[config.mk]
export PLATFORM = sky130hd
export DESIGN_NAME = nanov_reg_sequencer
export DESIGN_NICKNAME = d
export VERILOG_FILES = /design/src/rtl/nanov_reg_sequencer.sv
export SDC_FILE = /design/constraint.sdc
export NUM_CORES = 1
export LEC_CHECK = 0
export ABC_CLOCK_PERIOD_IN_PS = 2500
export BUFFER_PORTS_ARGS = -buffer_cell sky130_fd_sc_hd__buf_2
export CAP_MARGIN = 30
export CORE_ASPECT_RATIO = 0.7
export CORE_MARGIN = 2
export CORE_UTILIZATION = 30
export CTS_CLUSTER_DIAMETER = 60
export DETAILED_ROUTE_END_ITERATION = 16
export PLACE_DENSITY = 0.65
export RECOVER_POWER = 100
export SYNTH_ARGS = -nofsm -noshare
export SYNTH_HDL_FRONTEND = slang
export SYNTH_SLANG_ARGS = --single-unit
export TNS_END_PERCENT = 20
[constraint.sdc]
create_clock -name clk -period 2.5 [get_ports clk]
set_input_delay 0.375 -clock clk [delete_from_list [all_inputs] [get_ports clk]]
set_output_delay 0.375 -clock clk [all_outputs]
set_load 0.02 [all_outputs]
[src/rtl/nanov_reg_sequencer.sv]
// ---------------------------------------------------------------------------
// nanov_reg_sequencer
// Sequences the bit-serial register file for one XLEN-bit register operation
// at a time. It tracks the register file's free-running rotation, aligns each
// accepted op to bit 0 of a rotation, and drives the rs/rd addresses and the
// write strobes. A stalled op resumes only when the rotation comes back to the
// stalled bit. Back-to-back ops chain with no bubble by using read-through.
// Sits between the decoder/ALU control and nanoV_registers.
//
// Ports
//   clk, rst            clock, synchronous active-high reset
//   op_valid/op_ready   op handshake
//   op_rs1/op_rs2/op_rd op register addresses
//   op_wr               op writes rd
//   stall               datapath cannot consume/produce the current bit
//   reg_rs1/rs2/rd      current op addresses to the register file
//   reg_next_rs1/rs2    source addresses one cycle ahead
//   reg_wr_en           write the current bit of rd
//   reg_wr_next_en      write the next bit of rd
//   reg_read_through    forward rd into the next op's first bit
//   bit_idx             bit being processed (valid while busy)
//   busy                an op is latched (ALIGN/RUN/PAUSE)
//   done                one-cycle pulse on the last processed bit
// ---------------------------------------------------------------------------
module nanov_reg_sequencer #(
   parameter int unsigned XLEN          = 32,
   parameter int unsigned REG_ADDR_BITS = 4
) (
   input  logic                        clk,
   input  logic                        rst,
   input  logic                        op_valid,
   output logic                        op_ready,
   input  logic [REG_ADDR_BITS-1:0]    op_rs1,
   input  logic [REG_ADDR_BITS-1:0]    op_rs2,
   input  logic [REG_ADDR_BITS-1:0]    op_rd,
   input  logic                        op_wr,
   input  logic                        stall,
   output logic [REG_ADDR_BITS-1:0]    reg_rs1,
   output logic [REG_ADDR_BITS-1:0]    reg_rs2,
   output logic [REG_ADDR_BITS-1:0]    reg_rd,
   output logic [REG_ADDR_BITS-1:0]    reg_next_rs1,
   output logic [REG_ADDR_BITS-1:0]    reg_next_rs2,
   output logic                        reg_wr_en,
   output logic                        reg_wr_next_en,
   output logic                        reg_read_through,
   output logic [$clog2(XLEN)-1:0]     bit_idx,
   output logic                        busy,
   output logic                        done
);

   localparam int unsigned IDX_W = $clog2(XLEN);
   localparam logic [IDX_W-1:0] LAST_BIT = IDX_W'(XLEN - 1);

   typedef enum logic [1:0] {
      S_IDLE  = 2'd0,
      S_ALIGN = 2'd1,
      S_RUN   = 2'd2,
      S_PAUSE = 2'd3
   } state_t;

   state_t                     state;
   logic [IDX_W-1:0]           rot;
   logic [IDX_W-1:0]           idx_q;
   logic [REG_ADDR_BITS-1:0]   cur_rs1;
   logic [REG_ADDR_BITS-1:0]   cur_rs2;
   logic [REG_ADDR_BITS-1:0]   cur_rd;
   logic                       cur_wr;

   logic                       run_live;
   logic                       last_bit;
   logic                       rot_last;
   logic                       accept;
   logic                       wr_active;
   logic [IDX_W-1:0]           rot_next;
   logic [IDX_W-1:0]           idx_prev;

   // Rotation successor and the rotation value one before the held bit.
   assign rot_next = (rot == LAST_BIT) ? '0 : rot + IDX_W'(1);
   assign idx_prev = (idx_q == '0) ? LAST_BIT : idx_q - IDX_W'(1);
   assign rot_last = (rot == LAST_BIT);

   // A bit is processed only in RUN with the datapath ready; reset kills it.
   assign run_live  = (state == S_RUN) && !stall && !rst;
   assign last_bit  = (idx_q == LAST_BIT);
   assign wr_active = cur_wr && (cur_rd != '0);

   assign done      = run_live && last_bit;
   assign op_ready  = !rst && ((state == S_IDLE) || done);
   assign accept    = op_valid && op_ready;

   // Write strobes; rd==0 is never written.
   assign reg_wr_en        = run_live && wr_active;
   assign reg_wr_next_en   = run_live && wr_active && !last_bit;
   assign reg_read_through = done && accept && wr_active;

   // On a chaining cycle the regfile must already see the next op's sources.
   assign reg_next_rs1 = (done && accept) ? op_rs1 : cur_rs1;
   assign reg_next_rs2 = (done && accept) ? op_rs2 : cur_rs2;

   assign reg_rs1 = cur_rs1;
   assign reg_rs2 = cur_rs2;
   assign reg_rd  = cur_rd;
   assign bit_idx = idx_q;
   assign busy    = (state != S_IDLE);

   // Sequencer state, rotation tracking and op latch.
   always_ff @(posedge clk) begin
      if (rst) begin
         state   <= S_IDLE;
         rot     <= '0;
         idx_q   <= '0;
         cur_rs1 <= '0;
         cur_rs2 <= '0;
         cur_rd  <= '0;
         cur_wr  <= 1'b0;
      end else begin
         rot <= rot_next;
         if (accept) begin
            cur_rs1 <= op_rs1;
            cur_rs2 <= op_rs2;
            cur_rd  <= op_rd;
            cur_wr  <= op_wr;
         end
         case (state)
            S_IDLE: begin
               if (accept) begin
                  idx_q <= '0;
                  // Bit 0 is presented next cycle only if the rotation wraps now.
                  state <= rot_last ? S_RUN : S_ALIGN;
               end
            end
            S_ALIGN: begin
               if (rot_last) state <= S_RUN;
            end
            S_RUN: begin
               if (stall) begin
                  state <= S_PAUSE;
               end else if (last_bit) begin
                  idx_q <= '0;
                  state <= accept ? S_RUN : S_IDLE;
               end else begin
                  idx_q <= idx_q + IDX_W'(1);
               end
            end
            S_PAUSE: begin
               // Resume only when the held bit comes round again.
               if (!stall && (rot == idx_prev)) state <= S_RUN;
            end
            default: state <= S_IDLE;
         endcase
      end
   end

endmodule

==> flow_summary.json <==
{
  "outcome": "completed",
  "synthArstFlopShare_pct": 0,
  "finalClockSkew_ns": 0.00528,
  "syn_nets": 189,
  "synth_top_cell_by_area": "dfxtp_1",
  "yosysSeqAreaShare_pct": 36.3,
  "met1_length_um": 1870,
  "max_stage_delay_ns": 0.40,
  "yosysUniqueCellTypes": 36,
  "peakVddDrop_uv": 239,
  "drcViolationCount": 0,
  "initial_utilization_pct": 31.5,
  "ys_seq_elements": 25,
  "dp_hpwl_um": 2710,
  "num_antenna_cells": 0,
  "netlist_area_um2": 1380,
  "grt_pass1_wl_um": 5680,
  "clock-sinks": 25,
  "grtUsageTotal_pct": 14.1,
  "via_per_inst": 5.02,
  "gp_congestion": 0.797,
  "wl_met3_um": 153,
  "clockBufferDepth": 2,
  "crit_chain": "ha_2 -> and3_1 -> ha_4 -> nand2b_4 -> or3_4 -> mux2_2 -> clkbuf_2",
  "ys.flop_type": "dfxtp_1",
  "cts_tree": "built",
  "dp.cells": 268,
  "layout.cells.non_filler": 273,
  "postCtsHoldBufs": 0,
  "cp.required_ns": 2.12,
  "first_pass_iters": 4,
  "grt_max_degree": 33,
  "multi_input_area_um2": 837,
  "clkTransAtPathRegs_ns": 0.09,
  "coreArea_um2": 4380,
  "hp-class": "input pin to flip-flop",
  "min_period_ns": 2.41,
  "crit_family": "simple AND/OR/NAND/NOR gates",
  "slew_viol_final": 0,
  "row_count": 20,
  "drive_above_1_share_pct": 25.7,
  "design.die.area_um2": 5160,
  "nets": 241,
  "cp_slowest_cell": "or3_4",
  "synth.top_cells.by_count": "dfxtp_1, nand2_1, a21oi_1, nand3_1",
  "p_leak_nw": 0.678,
  "syn_inst": 167,
  "cts_inserted_buffers": 3,
  "drtIter0Drc": 101,
  "synth_area_leaders": "dfxtp_1, mux2_2, a21oi_1",
  "rsz0062_at_grt": "false",
  "ios": 48,
  "cap_violations": 0,
  "setup_tns_ns": 0,
  "synth_most_common_cell": "dfxtp_1",
  "dr.max_layer_used": "met3",
  "post_drt_wl_per_cell_um": 13.4,
  "wl_met2_um": 1630,
  "startpoint_type": "flip-flop",
  "clockRootBuffer": "clkbuf_8",
  "synth_top_area_share_pct": 36.3,
  "power_density_nw_per_um2": 465,
  "worstMarginPinSlew_ns": 0.693,
  "ctsHtreeMaxLevel": 1,
  "path_max_fanout": 5,
  "final.fill_count": 451,
  "dieWidth_um": 85.0,
  "area_delta_synth_final_pct": 27.2,
  "seqCellArea_um2": 503,
  "critical_path_class": "flip-flop to output pin",
  "synth.avg_cell_area_um2": 8.25,
  "num_vias": 1370,
  "setup_violations": 0,
  "worstPathArrival_ns": 2.04,
  "grt_antenna_before_repair": 0,
  "grt_overflow": 0,
  "synth_edf_count": 0,
  "worst-path-buf-inv": 1,
  "wl_um": 3660,
  "portBuffers": 47,
  "maxSlewHeadroom_pct": 53.2,
  "postRouteAntennaNets": 0,
  "fin_total_pwr_w": 0.000815,
  "timing.fmax_mhz": 415,
  "yosys_warnings": 0,
  "grt_pass1_vias": 1142,
  "fp.dieH_um": 60.7,
  "clk_latency_ns": 0.27,
  "worst_setup_path_end_kind": "output pin",
  "period_share_pct": 96.4,
  "finalHoldViolations": 0
}
[cell type report]
class                      instances  share of cell area [%]
sequential                        25                    28.7
inverter                           5                    1.07
tap                               55                    3.93
timing repair buffer              58                    15.9
clock buffer                       3                    2.36
multi-input combinational        126                    47.8
clock inverter                     1                   0.286
[stage by stage]
stage               hold slack (ns)  worst slack (ns)  util, %  cell area [um^2]
global route                  0.362            0.0149     40.0              1750
finish                        0.348            0.0891     40.0              1750
detailed placement            0.451             0.155     39.0              1710
global placement              0.447             0.182     39.0              1710
floorplan                     0.436             0.134        -              1380
CTS                           0.349           0.00494     40.2              1760
[cell usage in the layout (no fill, tap or decap), types with 2 or more instances in the layout]
| master | instances |
|---|---|
| a21oi_1 | 17 |
| o211ai_1 | 3 |
| mux2_2 | 8 |
| nor2_1 | 7 |
| xnor2_1 | 6 |
| nand3_1 | 16 |
| buf_2 | 15 |
| buf_4 | 8 |
| or4b_1 | 2 |
| a22oi_1 | 2 |
| clkbuf_8 | 3 |
| xor2_1 | 3 |
| or2_2 | 3 |
| clkbuf_2 | 10 |
| nor4_1 | 2 |
| nand2b_1 | 3 |
| ha_1 | 3 |
| clkbuf_1 | 25 |
| inv_1 | 5 |
| dfxtp_1 | 23 |
| nand2_1 | 18 |
| o31ai_1 | 2 |
| or3_4 | 2 |
| nor3b_1 | 2 |
| nor3_1 | 8 |
| dfxtp_2 | 2 |
| o21ai_0 | 3 |
| and3_1 | 2 |
[tightest hold or removal path: stages]
cell	delay, ns
buf_2	0.09
nand3_1	0.05
a21oi_1	0.05
[kinds of logic (layout without fill, tap and decap cells)]
kind of cell	after synthesis	in the layout	synth area share, %
flops	25	25	36.3
buf+inv	17	67	5.45
compound gates	34	34	15.7
mux	8	8	6.54
xor+xnor	9	9	5.72
fa+ha+maj	5	5	4.54
simple gates	69	70	25.7
[where the power goes]
part / internal (W) / switching (W)
combinational: 0.0000575 / 0.0000909
clock: 0.000111 / 0.000127
sequential: 0.000415 / 0.0000137
[per-layer routing]
layer  track usage (%)  up-vias
met3              2.86        0
met5                 0        -
met1              21.3      633
li1                  -      703
met4              3.40        0
met2              20.6       34
[repair_timing]
action                     4_1_cts  5_1_grt
cloned                           0        1
pin swaps                        0        1
gates resized for setup          1        7
setup buffers                    0        0
setup endpoints to repair        9        9
[state kept, by name, summed over array words and instances (netlist names)]
register / flops
cur_wr: 1
reg_rs1: 4
reg_rd: 4
reg_rs2: 4
state: 2
rot: 5
bit_idx: 5
[worst paths after layout]
path         startpoint               to  slack (ns)  cells past startpoint
max          bit_idx[0]  reg_next_rs2[1]        0.09                      7
min reg2reg      cur_wr           cur_wr        0.46                      2
max reg2reg  bit_idx[0]         state[0]        0.13                      7
min            op_rd[1]        reg_rd[1]        0.35                      3
(Power assumes the default switching activity.)
